==> src/rtl/hazard_ctrl_pkg.sv <==
// Shared encodings for the hazard unit: divider-sequencer states and ALU
// forward-select codes.
package hazard_ctrl_pkg;

  typedef enum logic [1:0] {
    ST_IDLE = 2'd0,
    ST_RUN  = 2'd1,
    ST_DONE = 2'd2
  } div_state_t;

  localparam logic [1:0] FWD_RF = 2'b00;
  localparam logic [1:0] FWD_W  = 2'b01;
  localparam logic [1:0] FWD_M  = 2'b10;

endpackage

==> src/rtl/hazard_ctrl_div_seq.sv <==
// Divider start/ready sequencer. freeze covers the start cycle plus every
// cycle waiting for the result; DONE blocks the same divide from restarting.
import hazard_ctrl_pkg::*;

module hazard_ctrl_div_seq (
  input  logic clk,
  input  logic rst,
  input  logic div_e,
  input  logic div_ready,
  output logic div_start,
  output logic div_busy,
  output logic freeze
);

  div_state_t state_reg;
  div_state_t state_next;

  always_ff @(posedge clk or negedge rst) begin
    if (!rst) begin
      state_reg <= ST_IDLE;
    end else begin
      state_reg <= state_next;
    end
  end

  always_comb begin
    state_next = state_reg;
    div_start  = 1'b0;
    div_busy   = 1'b0;
    freeze     = 1'b0;
    case (state_reg)
      ST_IDLE: begin
        if (div_e) begin
          div_start  = 1'b1;
          freeze     = 1'b1;
          state_next = ST_RUN;
        end
      end
      ST_RUN: begin
        div_busy = 1'b1;
        freeze   = 1'b1;
        if (div_ready) begin
          state_next = ST_DONE;
        end
      end
      ST_DONE: begin
        state_next = ST_IDLE;
      end
      default: begin
        state_next = ST_IDLE;
      end
    endcase
  end

endmodule

==> src/rtl/hazard_ctrl.sv <==
// Hazard unit for the 5-stage pipeline: forwarding, load-use/branch stalls,
// flushes and divider sequencing. Optional stall counter: HAZARD_STALL_CNT_EN.
import hazard_ctrl_pkg::*;

module hazard_ctrl #(
  parameter int REGW  = 5,
  parameter int CNT_W = 32
) (
  input  logic            clk,
  input  logic            rst,
  input  logic [REGW-1:0] rsD,
  input  logic [REGW-1:0] rtD,
  input  logic [REGW-1:0] rsE,
  input  logic [REGW-1:0] rtE,
  input  logic [REGW-1:0] writeregE,
  input  logic [REGW-1:0] writeregM,
  input  logic [REGW-1:0] writeregW,
  input  logic            regwriteE,
  input  logic            regwriteM,
  input  logic            regwriteW,
  input  logic            memtoregE,
  input  logic            memtoregM,
  input  logic            branchD,
  input  logic            divE,
  input  logic            div_ready,
  output logic            stallF,
  output logic            stallD,
  output logic            stallE,
  output logic            flushE,
  output logic            flushM,
  output logic            forwardaD,
  output logic            forwardbD,
  output logic [1:0]      forwardaE,
  output logic [1:0]      forwardbE,
  output logic            div_start,
  output logic            div_busy
`ifdef HAZARD_STALL_CNT_EN
  ,
  output logic [CNT_W-1:0] stall_cnt
`endif
);

  if (REGW < 1 || CNT_W < 1) begin : g_param_check
    $error("hazard_ctrl: REGW and CNT_W must be positive");
  end

  logic [REGW-1:0] src_e [2];
  logic [REGW-1:0] src_d [2];
  logic [1:0]      fwd_e [2];
  logic            fwd_d [2];

  assign src_e[0] = rsE;
  assign src_e[1] = rtE;
  assign src_d[0] = rsD;
  assign src_d[1] = rtD;

  // Register 0 is hardwired, so it never matches a producer; M beats W.
  for (genvar gi = 0; gi < 2; gi++) begin : g_fwd
    always_comb begin
      fwd_e[gi] = FWD_RF;
      if (src_e[gi] != '0 && regwriteM && src_e[gi] == writeregM) begin
        fwd_e[gi] = FWD_M;
      end else if (src_e[gi] != '0 && regwriteW && src_e[gi] == writeregW) begin
        fwd_e[gi] = FWD_W;
      end
    end
    assign fwd_d[gi] = (src_d[gi] != '0) && regwriteM && (src_d[gi] == writeregM);
  end

  logic lwstall;
  logic branchstall;
  logic hazard_stall;

  assign lwstall     = memtoregE && (rtE == rsD || rtE == rtD);
  assign branchstall = branchD &&
                       ((regwriteE && (writeregE == rsD || writeregE == rtD)) ||
                        (memtoregM && (writeregM == rsD || writeregM == rtD)));
  assign hazard_stall = lwstall || branchstall;

  logic seq_start;
  logic seq_busy;
  logic freeze;

  hazard_ctrl_div_seq u_div_seq (
    .clk       (clk),
    .rst       (rst),
    .div_e     (divE),
    .div_ready (div_ready),
    .div_start (seq_start),
    .div_busy  (seq_busy),
    .freeze    (freeze)
  );

  // A divider freeze overrides and masks the ordinary hazard stalls;
  // every output is forced low combinationally while reset is held.
  always_comb begin
    stallF    = rst && (freeze || hazard_stall);
    stallD    = rst && (freeze || hazard_stall);
    stallE    = rst && freeze;
    flushE    = rst && !freeze && hazard_stall;
    flushM    = rst && freeze;
    forwardaD = rst && fwd_d[0];
    forwardbD = rst && fwd_d[1];
    forwardaE = rst ? fwd_e[0] : FWD_RF;
    forwardbE = rst ? fwd_e[1] : FWD_RF;
    div_start = rst && seq_start;
    div_busy  = rst && seq_busy;
  end

`ifdef HAZARD_STALL_CNT_EN
  logic [CNT_W-1:0] stall_cnt_reg;

  always_ff @(posedge clk or negedge rst) begin
    if (!rst) begin
      stall_cnt_reg <= '0;
    end else if (stallF && stall_cnt_reg != '1) begin
      stall_cnt_reg <= stall_cnt_reg + 1'b1;
    end
  end

  assign stall_cnt = stall_cnt_reg;
`endif

endmodule

==> config.mk <==
export PLATFORM = sky130hd
export DESIGN_NAME = hazard_ctrl
export DESIGN_NICKNAME = d
export VERILOG_FILES = /design/src/rtl/hazard_ctrl_pkg.sv /design/src/rtl/hazard_ctrl_div_seq.sv /design/src/rtl/hazard_ctrl.sv
export SDC_FILE = /design/constraint.sdc
export NUM_CORES = 1
export LEC_CHECK = 0
export CAP_MARGIN = 20
export CORE_UTILIZATION = 30
export DETAILED_ROUTE_END_ITERATION = 10
export DONT_BUFFER_PORTS = 1
export GPL_TIMING_DRIVEN = 1
export PLACE_DENSITY = 0.5
export SKIP_CTS_REPAIR_TIMING = 1
export SLEW_MARGIN = 25
export SYNTH_ARGS = -nofsm -noshare
export SYNTH_HDL_FRONTEND = slang
export SYNTH_SLANG_ARGS = --single-unit
==> constraint.sdc <==
create_clock -name clk -period 5.1 [get_ports clk]
set_clock_uncertainty 0.2 [all_clocks]
set_input_delay 0.765 -clock clk [delete_from_list [all_inputs] [get_ports clk]]
set_output_delay 0.765 -clock clk [all_outputs]
set_load 0.01 [all_outputs]
==> impl_metrics.toml <==
[sta]
min_period_ps = 2800
rsz0062_at_grt = "false"
final_hold_viol_count = 0
max_freq_ghz = 0.357
worst_slew_pin_slew_ps = 706
period_share_pct = 54.9
slew_headroom_pct = 52.6
setup_ws_ps = 2300
tns_ps = 0
setup_violations = 0
slew_viol_final = 0

[route]
vias = 728
antenna_left = 0
initialDrtViolationCount = 29
wl_per_cell_um = 16.8
first_pass_iters = 6
drc_errors = 0
drt_wl_total_mm = 2.25
vias_per_cell = 5.43

[power_and_ir_drop]
swShare_pct = 34.3
p_comb_share_pct = 51.2
peakVddDrop_uv = 150
p_seq_share_pct = 20.6
p_sw_mw = 0.0436
leakagePower_nw = 0.232
power_mw = 0.127
internal_power_mw = 0.0835
powerDensity_mw_per_mm2 = 145
power_frac_clock_pct = 28.2

[floorplanning]
core_area_mm2 = 0.00276
die_x_um = 55.8
fp.dieArea_mm2 = 0.00311
ios = 58
row_count = 19
fp.dieH_um = 55.8
start_util_pct = 31.4

[setup_path]
worst_r2r_path_depth = 3
path_max_fanout = 3
ff2ff_setup_slack_ps = 4050
crit_type = "in2out"
r2r-end = "u_div_seq.state_reg[0]"
cp.required_ps = 4140
cp_data_arrival_time_ps = 1840
cp-end-kind = "output pin"
worstSetupStartpointType = "primary input"
reg2reg_from = "u_div_seq.state_reg[0]"
crit_start = "rsE[1]"

[yosys]
yosys.area.top_type = "xnor2_1"
ys_types = 26
synthCells = 109
post-synth-top-count-cell = "xnor2_1"
yosysWarnings = 0
yosys.area.top_type_share_pct = 40.4
synth_area_um2 = 867
ys_ff_latch = 2
async_flop_share_pct = 100
ys.flop_type = "dfrtp_1"
synth_edf_count = 0
synth_common_cells = "xnor2_1, xor2_1, nand4_1, nor3_1, nand3_1"
seq_area_frac_synth_pct = 5.77
synth_nets = 154
avgSynthCellArea_um2 = 7.95
synthTopCellsByArea = "xnor2_1, xor2_1, dfrtp_1"

[worst_hold_path]
hold_path.class = "in2async"

[global_route]
antenna_found_initial = 0
grt_pass1_wl_mm = 3.77
grt-ovfl-total = 0
track_usage_pct = 14.9
grt_max_degree = 12
grt_pass1_vias = 779

[final_layout]
seq_area_um2 = 50.0
drive_gt1_share_pct = 10.7
post-route-util_pct = 31.7
multi_input_area_um2 = 759
syn_to_final_growth_pct = 0.866
fillers = 311
final_area_um2 = 875
antenna_cells = 0
largest_reg_flops = 2
final_net_count = 150

[flow_run]
drv_cap = 0

[clock_network]
clkTransAtPathRegs_ps = 30
htreeDepth = 1
cts_root_buf = "clkbuf_4"
cts-buffers-inserted = 3
cts.sinks = 2
max-clock-path-buffers = 2
insertion_delay_ps = 230
cts_tree = "done"

[place]
numPortBuffers = 0
dp_hpwl_mm = 1.96
place_congestion = 0.784
place_area_um2 = 852
post-place-ws_ps = 2290

[status]
status = "completed"
==> worst max-delay path, stage by stage <==
cell and delay [ps]:
or4_4 530, nor2_4 120, nor4_2 60, nor4_2 370
==> cells in the final DEF (no fill, tap or decap) <==
cell type and n:
a21oi_1 1, and2_1 1, and2_2 1, clkbuf_4 3, dfrtp_1 2, inv_1 1
nand2_1 3, nand3_1 5, nand3b_1 1, nand4_1 8, nor2_1 3, nor2_4 2
nor3_1 8, nor3b_1 1, nor4_1 2, nor4_2 3, nor4b_1 1, o2111a_1 2
o2111ai_1 1, or4_1 2, or4_4 2, xnor2_1 40, xor2_1 10
==> power groups by stage <==
stage | Sequential (mW) | Combinational, mW | Clock, mW
6_report | 0.0262 | 0.0651 | 0.0358
5_1_grt | 0.0270 | 0.0724 | 0.0399
4_1_cts | 0.0264 | 0.0655 | 0.0379
3_5_place_dp | 0.0265 | 0.0651 | 0
3_3_place_gp | 0.0262 | 0.0650 | 0
2_1_floorplan | 0.0257 | 0.0705 | 0
==> stage by stage <==
| step | std cells | hold slack (ps) |
|---|---|---|
| 2_1_floorplan | 109 | 266 |
| 3_3_place_gp | 131 | 270 |
| 3_5_place_dp | 131 | 270 |
| 4_1_cts | 134 | 23.2 |
| 5_1_grt | 134 | 20.0 |
| 6_report | 134 | 32.9 |
==> worst max path at each step <==
stage / slack, ps / to / cells after the start
after CTS: 2290 / forwardaE[0] / 4
after detailed placement: 2290 / forwardaE[0] / 4
after global placement: 2300 / forwardaE[0] / 4
final: 2300 / forwardaE[0] / 4
after floorplan: 2250 / stallF / 7
after global routing: 2210 / flushE / 5
==> final cells by class <==
class | instances | area share, %
well taps | 31 | 4.43
inverters | 1 | 0.429
multi-input cells | 97 | 86.8
flip-flops and latches | 2 | 5.72
clock buffers | 3 | 2.58
==> per-layer routing <==
metal,up-vias,part of all wire [%],global-route usage [%]
li1,369,-,-
met3,2,8.9,5.35
met5,-,0,0
met2,32,50,24.4
met4,0,0.49,3.57
met1,325,41,18.6
==> logic make-up after synthesis <==
kind of cell | Yosys count | synth area share (%)
AOI/OAI and AO/OA | 4 | 4.18
xor gates and xnor gates | 50 | 50.5
buffers and inverters | 10 | 6.64
DFF | 2 | 5.77
and+or+nand+nor | 43 | 32.9
No activity file was read; power rests on OpenSTA's default activity.
